--- config.mk ---
export PLATFORM = sky130hd
export DESIGN_NAME = eth_rst_seq_ctrl
export DESIGN_NICKNAME = d
export VERILOG_FILES = /design/src/rtl/eth_rst_seq_ctrl.sv
export SDC_FILE = /design/constraint.sdc
export NUM_CORES = 1
export LEC_CHECK = 0
export BUFFER_PORTS_ARGS = -buffer_cell sky130_fd_sc_hd__buf_4
export CORE_ASPECT_RATIO = 2
export CORE_MARGIN = 5
export CORE_UTILIZATION = 30
export DETAILED_ROUTE_END_ITERATION = 12
export PLACE_DENSITY = 0.53
export SLEW_MARGIN = 20
export SYNTH_ARGS = -nofsm -noshare
export SYNTH_HDL_FRONTEND = slang
export SYNTH_SLANG_ARGS = --single-unit
--- constraint.sdc ---
create_clock -name eth_gtx_clk -period 2.25 [get_ports eth_gtx_clk]
set_clock_uncertainty 0.05 [all_clocks]
set_input_delay 0.225 -clock eth_gtx_clk [delete_from_list [all_inputs] [get_ports eth_gtx_clk]]
set_output_delay 0.225 -clock eth_gtx_clk [all_outputs]
set_load 0.02 [all_outputs]
--- src/rtl/eth_rst_seq_ctrl.sv ---
// rtl/eth_rst_seq_ctrl.sv - Ethernet-RX / GTP-TX reset sequencer in the eth_gtx_clk domain.
// Optional link watchdog in RUN is enabled by defining RST_SEQ_LINK_WDOG_EN.
module eth_rst_seq_ctrl #(
   parameter int unsigned PHY_RST_CYC   = 64,
   parameter int unsigned PHY_WAIT_CYC  = 1024,
   parameter int unsigned STAGE_GAP_CYC = 16,
   parameter int unsigned GTP_TMO_CYC   = 65535,
   parameter int unsigned MAX_RETRY     = 3,
   parameter int unsigned CNT_W         = 17,
   parameter int unsigned WDOG_CYC      = 125000
) (
   input  logic       eth_gtx_clk,
   input  logic       g_resetn,
   input  logic       dcm_locked,
   input  logic       soft_rst_req,
   input  logic       gtp_reset_done,
   input  logic       link_up,
   output logic       phy_resetn,
   output logic       mac_resetn,
   output logic       fifo_resetn,
   output logic       gtp_reset,
   output logic [2:0] seq_state,
   output logic       seq_done,
   output logic       seq_fail,
   output logic [1:0] retry_cnt
);

   if (MAX_RETRY < 1 || MAX_RETRY > 3) begin : g_bad_max_retry
      $error("eth_rst_seq_ctrl: MAX_RETRY must be in 1..3");
   end

   typedef enum logic [2:0] {
      S_WAIT_LOCK = 3'd0,
      S_PHY_RST   = 3'd1,
      S_PHY_WAIT  = 3'd2,
      S_MAC_REL   = 3'd3,
      S_FIFO_REL  = 3'd4,
      S_GTP_REL   = 3'd5,
      S_RUN       = 3'd6,
      S_FAIL      = 3'd7
   } state_e;

   localparam logic [CNT_W-1:0] PHY_RST_LAST  = CNT_W'(PHY_RST_CYC - 1);
   localparam logic [CNT_W-1:0] PHY_WAIT_LAST = CNT_W'(PHY_WAIT_CYC - 1);
   localparam logic [CNT_W-1:0] GAP_LAST      = CNT_W'(STAGE_GAP_CYC - 1);
   localparam logic [CNT_W-1:0] TMO_LAST      = CNT_W'(GTP_TMO_CYC - 1);
   localparam logic [1:0]       RETRY_MAX     = 2'(MAX_RETRY);

   state_e           state_q, state_d;
   logic [CNT_W-1:0] cnt_q, cnt_d;
   logic [1:0]       retry_q, retry_d;
   logic             lock_s1_q, lock_sync_q;
   logic             done_s1_q, done_sync_q;
   logic             phy_rstn_q, mac_rstn_q, fifo_rstn_q, gtp_rst_q;
   logic             seq_done_q, seq_fail_q;
   logic             enter, tmo, timed, wdog_hit;

`ifdef RST_SEQ_LINK_WDOG_EN
   localparam int unsigned      WD_W    = (WDOG_CYC > 2) ? $clog2(WDOG_CYC) : 1;
   localparam logic [WD_W-1:0]  WD_LAST = WD_W'(WDOG_CYC - 1);
   logic [WD_W-1:0] wdog_q, wdog_d;

   assign wdog_hit = (state_q == S_RUN) && !link_up && (wdog_q == WD_LAST);
   // Counts only while staying in RUN with the link down; anything else restarts it.
   assign wdog_d   = (state_q == S_RUN && state_d == S_RUN && !link_up) ? wdog_q + WD_W'(1) : '0;

   always_ff @(posedge eth_gtx_clk or negedge g_resetn) begin
      if (!g_resetn) wdog_q <= '0;
      else           wdog_q <= wdog_d;
   end
`else
   logic unused_wdog;
   assign unused_wdog = link_up ^ WDOG_CYC[0];
   assign wdog_hit    = 1'b0;
`endif

   always_comb begin
      state_d = state_q;
      retry_d = retry_q;
      enter   = 1'b0;
      tmo     = 1'b0;
      timed   = state_q inside {S_PHY_RST, S_PHY_WAIT, S_MAC_REL, S_FIFO_REL, S_GTP_REL};
      if (state_q != S_WAIT_LOCK && !lock_sync_q) begin
         state_d = S_WAIT_LOCK;
         retry_d = 2'd0;
         enter   = 1'b1;
      end else if (state_q != S_WAIT_LOCK && soft_rst_req) begin
         state_d = S_PHY_RST;
         retry_d = 2'd0;
         enter   = 1'b1;
      end else begin
         case (state_q)
            S_WAIT_LOCK: if (lock_sync_q) begin state_d = S_PHY_RST; enter = 1'b1; end
            S_PHY_RST:   if (cnt_q == PHY_RST_LAST) begin state_d = S_PHY_WAIT; enter = 1'b1; end
            S_PHY_WAIT:  if (cnt_q == PHY_WAIT_LAST) begin state_d = S_MAC_REL; enter = 1'b1; end
            S_MAC_REL:   if (cnt_q == GAP_LAST) begin state_d = S_FIFO_REL; enter = 1'b1; end
            S_FIFO_REL:  if (cnt_q == GAP_LAST) begin state_d = S_GTP_REL; enter = 1'b1; end
            S_GTP_REL: begin
               if (done_sync_q) begin
                  state_d = S_RUN;
                  enter   = 1'b1;
               end else if (cnt_q == TMO_LAST) begin
                  tmo = 1'b1;
               end
            end
            S_RUN: begin
               if (!done_sync_q) begin
                  tmo = 1'b1;
               end else if (wdog_hit) begin
                  state_d = S_PHY_RST;
                  enter   = 1'b1;
               end
            end
            default: ;
         endcase
         if (tmo) begin
            enter = 1'b1;
            if (retry_q < RETRY_MAX) begin
               retry_d = retry_q + 2'd1;
               state_d = S_PHY_RST;
            end else begin
               state_d = S_FAIL;
            end
         end
      end
      cnt_d = enter ? '0 : (timed ? cnt_q + CNT_W'(1) : cnt_q);
   end

   // Reset pins are decoded from the next state so every release lands on the state edge.
   always_ff @(posedge eth_gtx_clk or negedge g_resetn) begin
      if (!g_resetn) begin
         lock_s1_q   <= 1'b0;
         lock_sync_q <= 1'b0;
         done_s1_q   <= 1'b0;
         done_sync_q <= 1'b0;
         state_q     <= S_WAIT_LOCK;
         cnt_q       <= '0;
         retry_q     <= 2'd0;
         phy_rstn_q  <= 1'b0;
         mac_rstn_q  <= 1'b0;
         fifo_rstn_q <= 1'b0;
         gtp_rst_q   <= 1'b1;
         seq_done_q  <= 1'b0;
         seq_fail_q  <= 1'b0;
      end else begin
         lock_s1_q   <= dcm_locked;
         lock_sync_q <= lock_s1_q;
         done_s1_q   <= gtp_reset_done;
         done_sync_q <= done_s1_q;
         state_q     <= state_d;
         cnt_q       <= cnt_d;
         retry_q     <= retry_d;
         phy_rstn_q  <= !(state_d inside {S_WAIT_LOCK, S_PHY_RST, S_FAIL});
         mac_rstn_q  <= state_d inside {S_MAC_REL, S_FIFO_REL, S_GTP_REL, S_RUN};
         fifo_rstn_q <= state_d inside {S_FIFO_REL, S_GTP_REL, S_RUN};
         gtp_rst_q   <= !(state_d inside {S_GTP_REL, S_RUN});
         seq_done_q  <= (state_d == S_RUN);
         seq_fail_q  <= (state_d == S_FAIL);
      end
   end

   assign phy_resetn  = phy_rstn_q;
   assign mac_resetn  = mac_rstn_q;
   assign fifo_resetn = fifo_rstn_q;
   assign gtp_reset   = gtp_rst_q;
   assign seq_state   = state_q;
   assign seq_done    = seq_done_q;
   assign seq_fail    = seq_fail_q;
   assign retry_cnt   = retry_q;

endmodule

Word-level counts from Yosys, hierarchy flattened
Index checks and enable logic that the tools add are counted.
Operators by class
  equal/unequal tests: 16
  order comparisons: 1
  reductions and logical operators: 18
  add/sub/neg operators: 2
  muxes and demuxes: 32
Operator list (count)
  17-bit two-way mux: 2
  3-bit two-way mux: 10
  3-bit == test (second input constant): 7
  3-bit case mux with 6 select lines: 1
  17-bit by 1-bit adder with 17-bit output (second input constant): 1
  17-bit by 10-bit == test with 1-bit output (second input constant): 1
  17-bit by 16-bit == test with 1-bit output (second input constant): 1
  17-bit by 4-bit == test with 1-bit output (second input constant): 1
  17-bit by 6-bit == test with 1-bit output (second input constant): 1
  3-bit nonzero test: 5
  1-bit two-way mux: 13
  3-bit by 2-bit == test with 1-bit output (second input constant): 3
  2-bit two-way mux: 4
  3-bit by 1-bit == test with 1-bit output (second input constant): 2
  3-bit zero test: 2
  1-bit case mux with 5 select lines: 1
  5-bit nonzero test: 1
  2-bit nonzero test: 2
  4-bit nonzero test: 1
  1-bit zero test: 3
  2-bit by 1-bit adder with 2-bit output (second input constant): 1
  1-bit logical AND: 2
  2-bit < comparator (second input constant): 1
  1-bit case mux with 2 select lines: 1
  2 further kinds: 2
Storage, ports and cells
  register bits after elaboration: 32
  input port bits: 6

Longest topological paths before layout
  depth after elaboration: 12
  gate-level depth with buffers: 10
  depth with buffers taken out: 7

Least setup slack after synthesis
No wires, ideal clock.
  path kind: register -> register
  start point: register state_q[0], in the netlist seq_state[0]
  end point: register mac_rstn_q, in the netlist mac_resetn
  stages on the path, launching flop included: 8
  setup time: 0.120 ns
  arrival: 1.987 ns
  setup slack: 0.093 ns
  cells stage by stage: dfrtp_1 -> buf_2 -> or4b_2 -> o311ai_0 -> o22a_1 -> a2111o_1 -> nand3_1 -> and3b_1
Between the ends
  word-level cells in the longest chain between the ends: 9
Ends and longest elaborated chain
  start: declaration: line 49  | state_e state_q, state_d;
  start signal: assignment: line 150  | state_q <= state_d;
  3-bit == test: line 92  | case (state_q)
  1-bit case mux with 2 select lines: line 92
  1-bit two-way mux: line 87  | end else if (state_q != S_WAIT_LOCK && soft_rst_req) begin
  1-bit two-way mux: line 83  | if (state_q != S_WAIT_LOCK && !lock_sync_q) begin
  3-bit two-way mux: line 116  | if (tmo) begin
  3-bit two-way mux: line 87
  3-bit two-way mux (*): line 83
  3-bit by 2-bit == test with 1-bit output / 3-bit == test (equally long branches): line 154  | mac_rstn_q <= state_d inside {S_MAC_REL, S_FIFO_REL, S_GTP_REL, S_RUN};
  4-bit nonzero test (*): line 154
  end signal: assignment: line 154
  end: declaration: line 54  | logic phy_rstn_q, mac_rstn_q, fifo_rstn_q, gtp_rst_q;
Mark *: on every way between the ends. The rest lies on a longest branch, timed or not. The select of a mux whose other input is x is not followed.
A chain may end at the register's enable or synchronous reset.

Worst setup path after layout
  start point: register state_q[1], in the netlist seq_state[1]
  end point: register mac_rstn_q, in the netlist mac_resetn
Same word-level chain as after synthesis.

==> implementation parameters <==
Parameter                              Value

Routing
  Via density per instance    5.176
  Detailed Route Iter0 Violations    42
  DRT antenna net count    0
  Drt total wl    4273 microns
  Iteration count of the initial detailed-routing pass    4
  Count of vias placed by the detailed router    1470
  Detail-routed net length per standard cell    15.05 microns
  DRC errors left    0

Timing
  Achievable Freq    0.4479 GHz
  Number of hold-slack violations in the final timing report    0
  Worst-margin pin slew    526.1 ps
  Tightest slew margin relative to the limit    0.6443
  Unrepaired setup endpoints after global routing    true
  Final Critical Period    2233 ps
  Max-slew violation total from the final report    0
  Period utilisation layout    0.9923
  Setup violators final    0
  Worst Hold Slack    296.8 ps

Clock tree
  Latest clock arrival within the worst-skew pair    280 ps
  TritonCTS clock tree    yes
  Sink Count    32
  CTS Buf Count    5
  Post-CTS clock slew at the launch and capture registers of the worst setup and hold paths    50 ps
  Clock root buffer    sky130_fd_sc_hd__clkbuf_16
  Maximum number of buffers from clock root to sink    2
  Depth of the CTS H-tree    2

Worst setup path
  Type of the worst setup path    reg -> reg
  Crit path arrival time    2350 ps
  Crit path from    seq_state[1]$_DFF_PN0_
  Critical path launch point type    register
  Number of cell instances on the worst register-to-register path    6
  Critical path endpoint category    register
  Slack of the worst reg-to-reg path    20 ps
  R2R Path End    mac_resetn$_DFF_PN0_
  Crit path capture    mac_resetn$_DFF_PN0_
  Worst r2r src    seq_state[1]$_DFF_PN0_
  Required time of the worst setup path    2370 ps
  CP max FO    8

Die
  Core footprint    5660 sq um
  Standard-cell rows    39
  Io pins    17
  Initial core utilization    0.3064
  Vert. Die Dim    117.5 microns
  Die area    7493 sq um
  Die W    63.76 microns

Run status
  Result of the run    finished, final reports clean

Synth
  Average footprint of a synthesized cell    9.688 sq um
  Post-synthesis instance area    1734 sq um
  Area share of the leading cell type in the synthesized netlist    0.4473
  EDFF count, synth    0
  Async set or reset register ratio after synthesis    1.000
  Count of mapped cells out of synthesis    179
  Number of storage elements in the synthesis netlist    32
  Post-synthesis sequential area ratio    0.4625
  Synthesized Nets    188
  Main synth FF type    sky130_fd_sc_hd__dfrtp_1
  Leading cell types by total area after synthesis    sky130_fd_sc_hd__dfrtp_1 (45%), sky130_fd_sc_hd__nor2_1 (5.6%), sky130_fd_sc_hd__xor2_1 (4.5%)
  Leading area contributor after synthesis    sky130_fd_sc_hd__dfrtp_1
  Netlist cell types    45
  YS warnings    0

Flow run
  Count of max-cap constraint violations    0

Worst hold path
  Hold crit path type    reg -> reg
  Number of cells on the worst hold path    0

Global route
  Vias in the first global route    1505
  Global route total overflow    0
  Pin count of the biggest net entering global routing    33
  Number of antenna violations at the first check in global routing    0
  First-pass GRT wire length    7217 microns
  Total global routing track utilization    0.1262

Finish
  Register name with the most flops    cnt_q
  Net total in the final layout    231
  Commonest non-fill, non-tap cell in the layout    sky130_fd_sc_hd__buf_4
  Flip-flop count of the largest register after layout    17
  Most frequent cells in the layout    sky130_fd_sc_hd__buf_4 (38), sky130_fd_sc_hd__dfrtp_1 (31), sky130_fd_sc_hd__nor2_1 (26), sky130_fd_sc_hd__nand2_1 (16), sky130_fd_sc_hd__xor2_1 (9)
  Layout cells sized above 1    0.2646
  Growth of design area from synthesis to finish    31.31%
  Antenna fix cells    0
  Final cell count without fillers    284

Placed design
  Weighted congestion reported at the end of routability-driven placement    0.7810
  Number of port buffers    15
  Cell count after placement    273
  Placed wire-length estimate    3253 microns

Power
  VDD IR max    0.0005054 V
  Power density over cell area    797.2 nW/um^2
  Static leakage    1.053 nW
  Power, Total    1.815 mW
[worst min-delay path by stage]
stage,to,slack (ps),from
after floorplan,cnt_q[0]$_DFFE_PN0P_,-120,g_resetn
after global placement,retry_cnt[1]$_DFFE_PN0P_,150,g_resetn
after detailed placement,retry_cnt[1]$_DFFE_PN0P_,150,g_resetn
after CTS,lock_sync_q$_DFF_PN0_,300,lock_s1_q$_DFF_PN0_
after global routing,lock_sync_q$_DFF_PN0_,310,lock_s1_q$_DFF_PN0_
final,lock_sync_q$_DFF_PN0_,300,lock_s1_q$_DFF_PN0_
[power by group]
| part | leakage, nW | switching (mW) | total, mW | internal, mW |
|---|---|---|---|---|
| registers | 0.431 | 0.0381 | 0.645 | 0.607 |
| clock network | 0.0701 | 0.244 | 0.684 | 0.440 |
| logic | 0.552 | 0.262 | 0.487 | 0.225 |
| total | 1.05 | 0.544 | 1.82 | 1.27 |
[layer usage]
metal,up-vias,GRT usage,part of all wire
met5,-,0,0
met4,0,0.07672,0.047
met3,15,0.03152,0.034
met2,23,0.2385,0.59
met1,718,0.1126,0.33
li1,714,-,-
[layout make-up]
type	count	area [sq um]
Clock buffer	7	142.6
Fill cell	590	3383
Tap cell	61	76.32
Multi-Input combinational cell	135	890.9
Inverter	6	22.52
Timing Repair Buffer	42	335.3
Clock inverter	1	7.507
Sequential cell	32	802.0
[repair_timing]
item	CTS	global route
hold buffers	3	0
setup endpoints to repair	0	9
resized for setup	0	4
endpoints found under the hold margin	33	0
buffers inserted	0	0
[cells by family (layout without fill, tap and decap cells)]
kind of cell               after synthesis  after routing  synth area share
muxes                                    2              2           0.01154
adders and majority gates                3              3           0.02165
xor gates and xnor gates                15             15           0.07576
and+or+nand+nor                         89             89            0.2828
AOI/OAI and AO/OA                       26             26            0.1154
buffers and inverters                   12             56           0.03030
DFF                                     32             32            0.4625
[synthesized netlist by cell type, types with 5 or more instances]
library cell	n
sky130_fd_sc_hd__a21oi_1	6
sky130_fd_sc_hd__and2_1	5
sky130_fd_sc_hd__and3_1	6
sky130_fd_sc_hd__buf_2	6
sky130_fd_sc_hd__dfrtp_1	31
sky130_fd_sc_hd__inv_1	6
sky130_fd_sc_hd__nand2_1	16
sky130_fd_sc_hd__nand4_1	7
sky130_fd_sc_hd__nor2_1	26
sky130_fd_sc_hd__or3_1	5
sky130_fd_sc_hd__xnor2_1	6
sky130_fd_sc_hd__xor2_1	9
[critical path: stages (launching register included)]
cell	delay (ps)
sky130_fd_sc_hd__dfrtp_1	470
sky130_fd_sc_hd__or4b_2	730
sky130_fd_sc_hd__o311ai_0	150
sky130_fd_sc_hd__o22a_1	260
sky130_fd_sc_hd__a2111o_1	200
sky130_fd_sc_hd__nand3_1	90
sky130_fd_sc_hd__and3b_1	180
[per-stage QoR]
step / worst slack, ps / util / TNS, ps / area (sq um)
5_1_grt: -91.82 / 0.4023 / -206.3 / 2277
3_5_place_dp: 30.86 / 0.3685 / 0 / 2086
3_3_place_gp: 20.35 / 0.3685 / 0 / 2086
6_report: 17.33 / 0.4023 / 0 / 2277
4_1_cts: 18.33 / 0.4003 / 0 / 2266
2_1_floorplan: 93.42 / - / 0 / 1734
No activity file was read; power rests on OpenSTA's default activity.
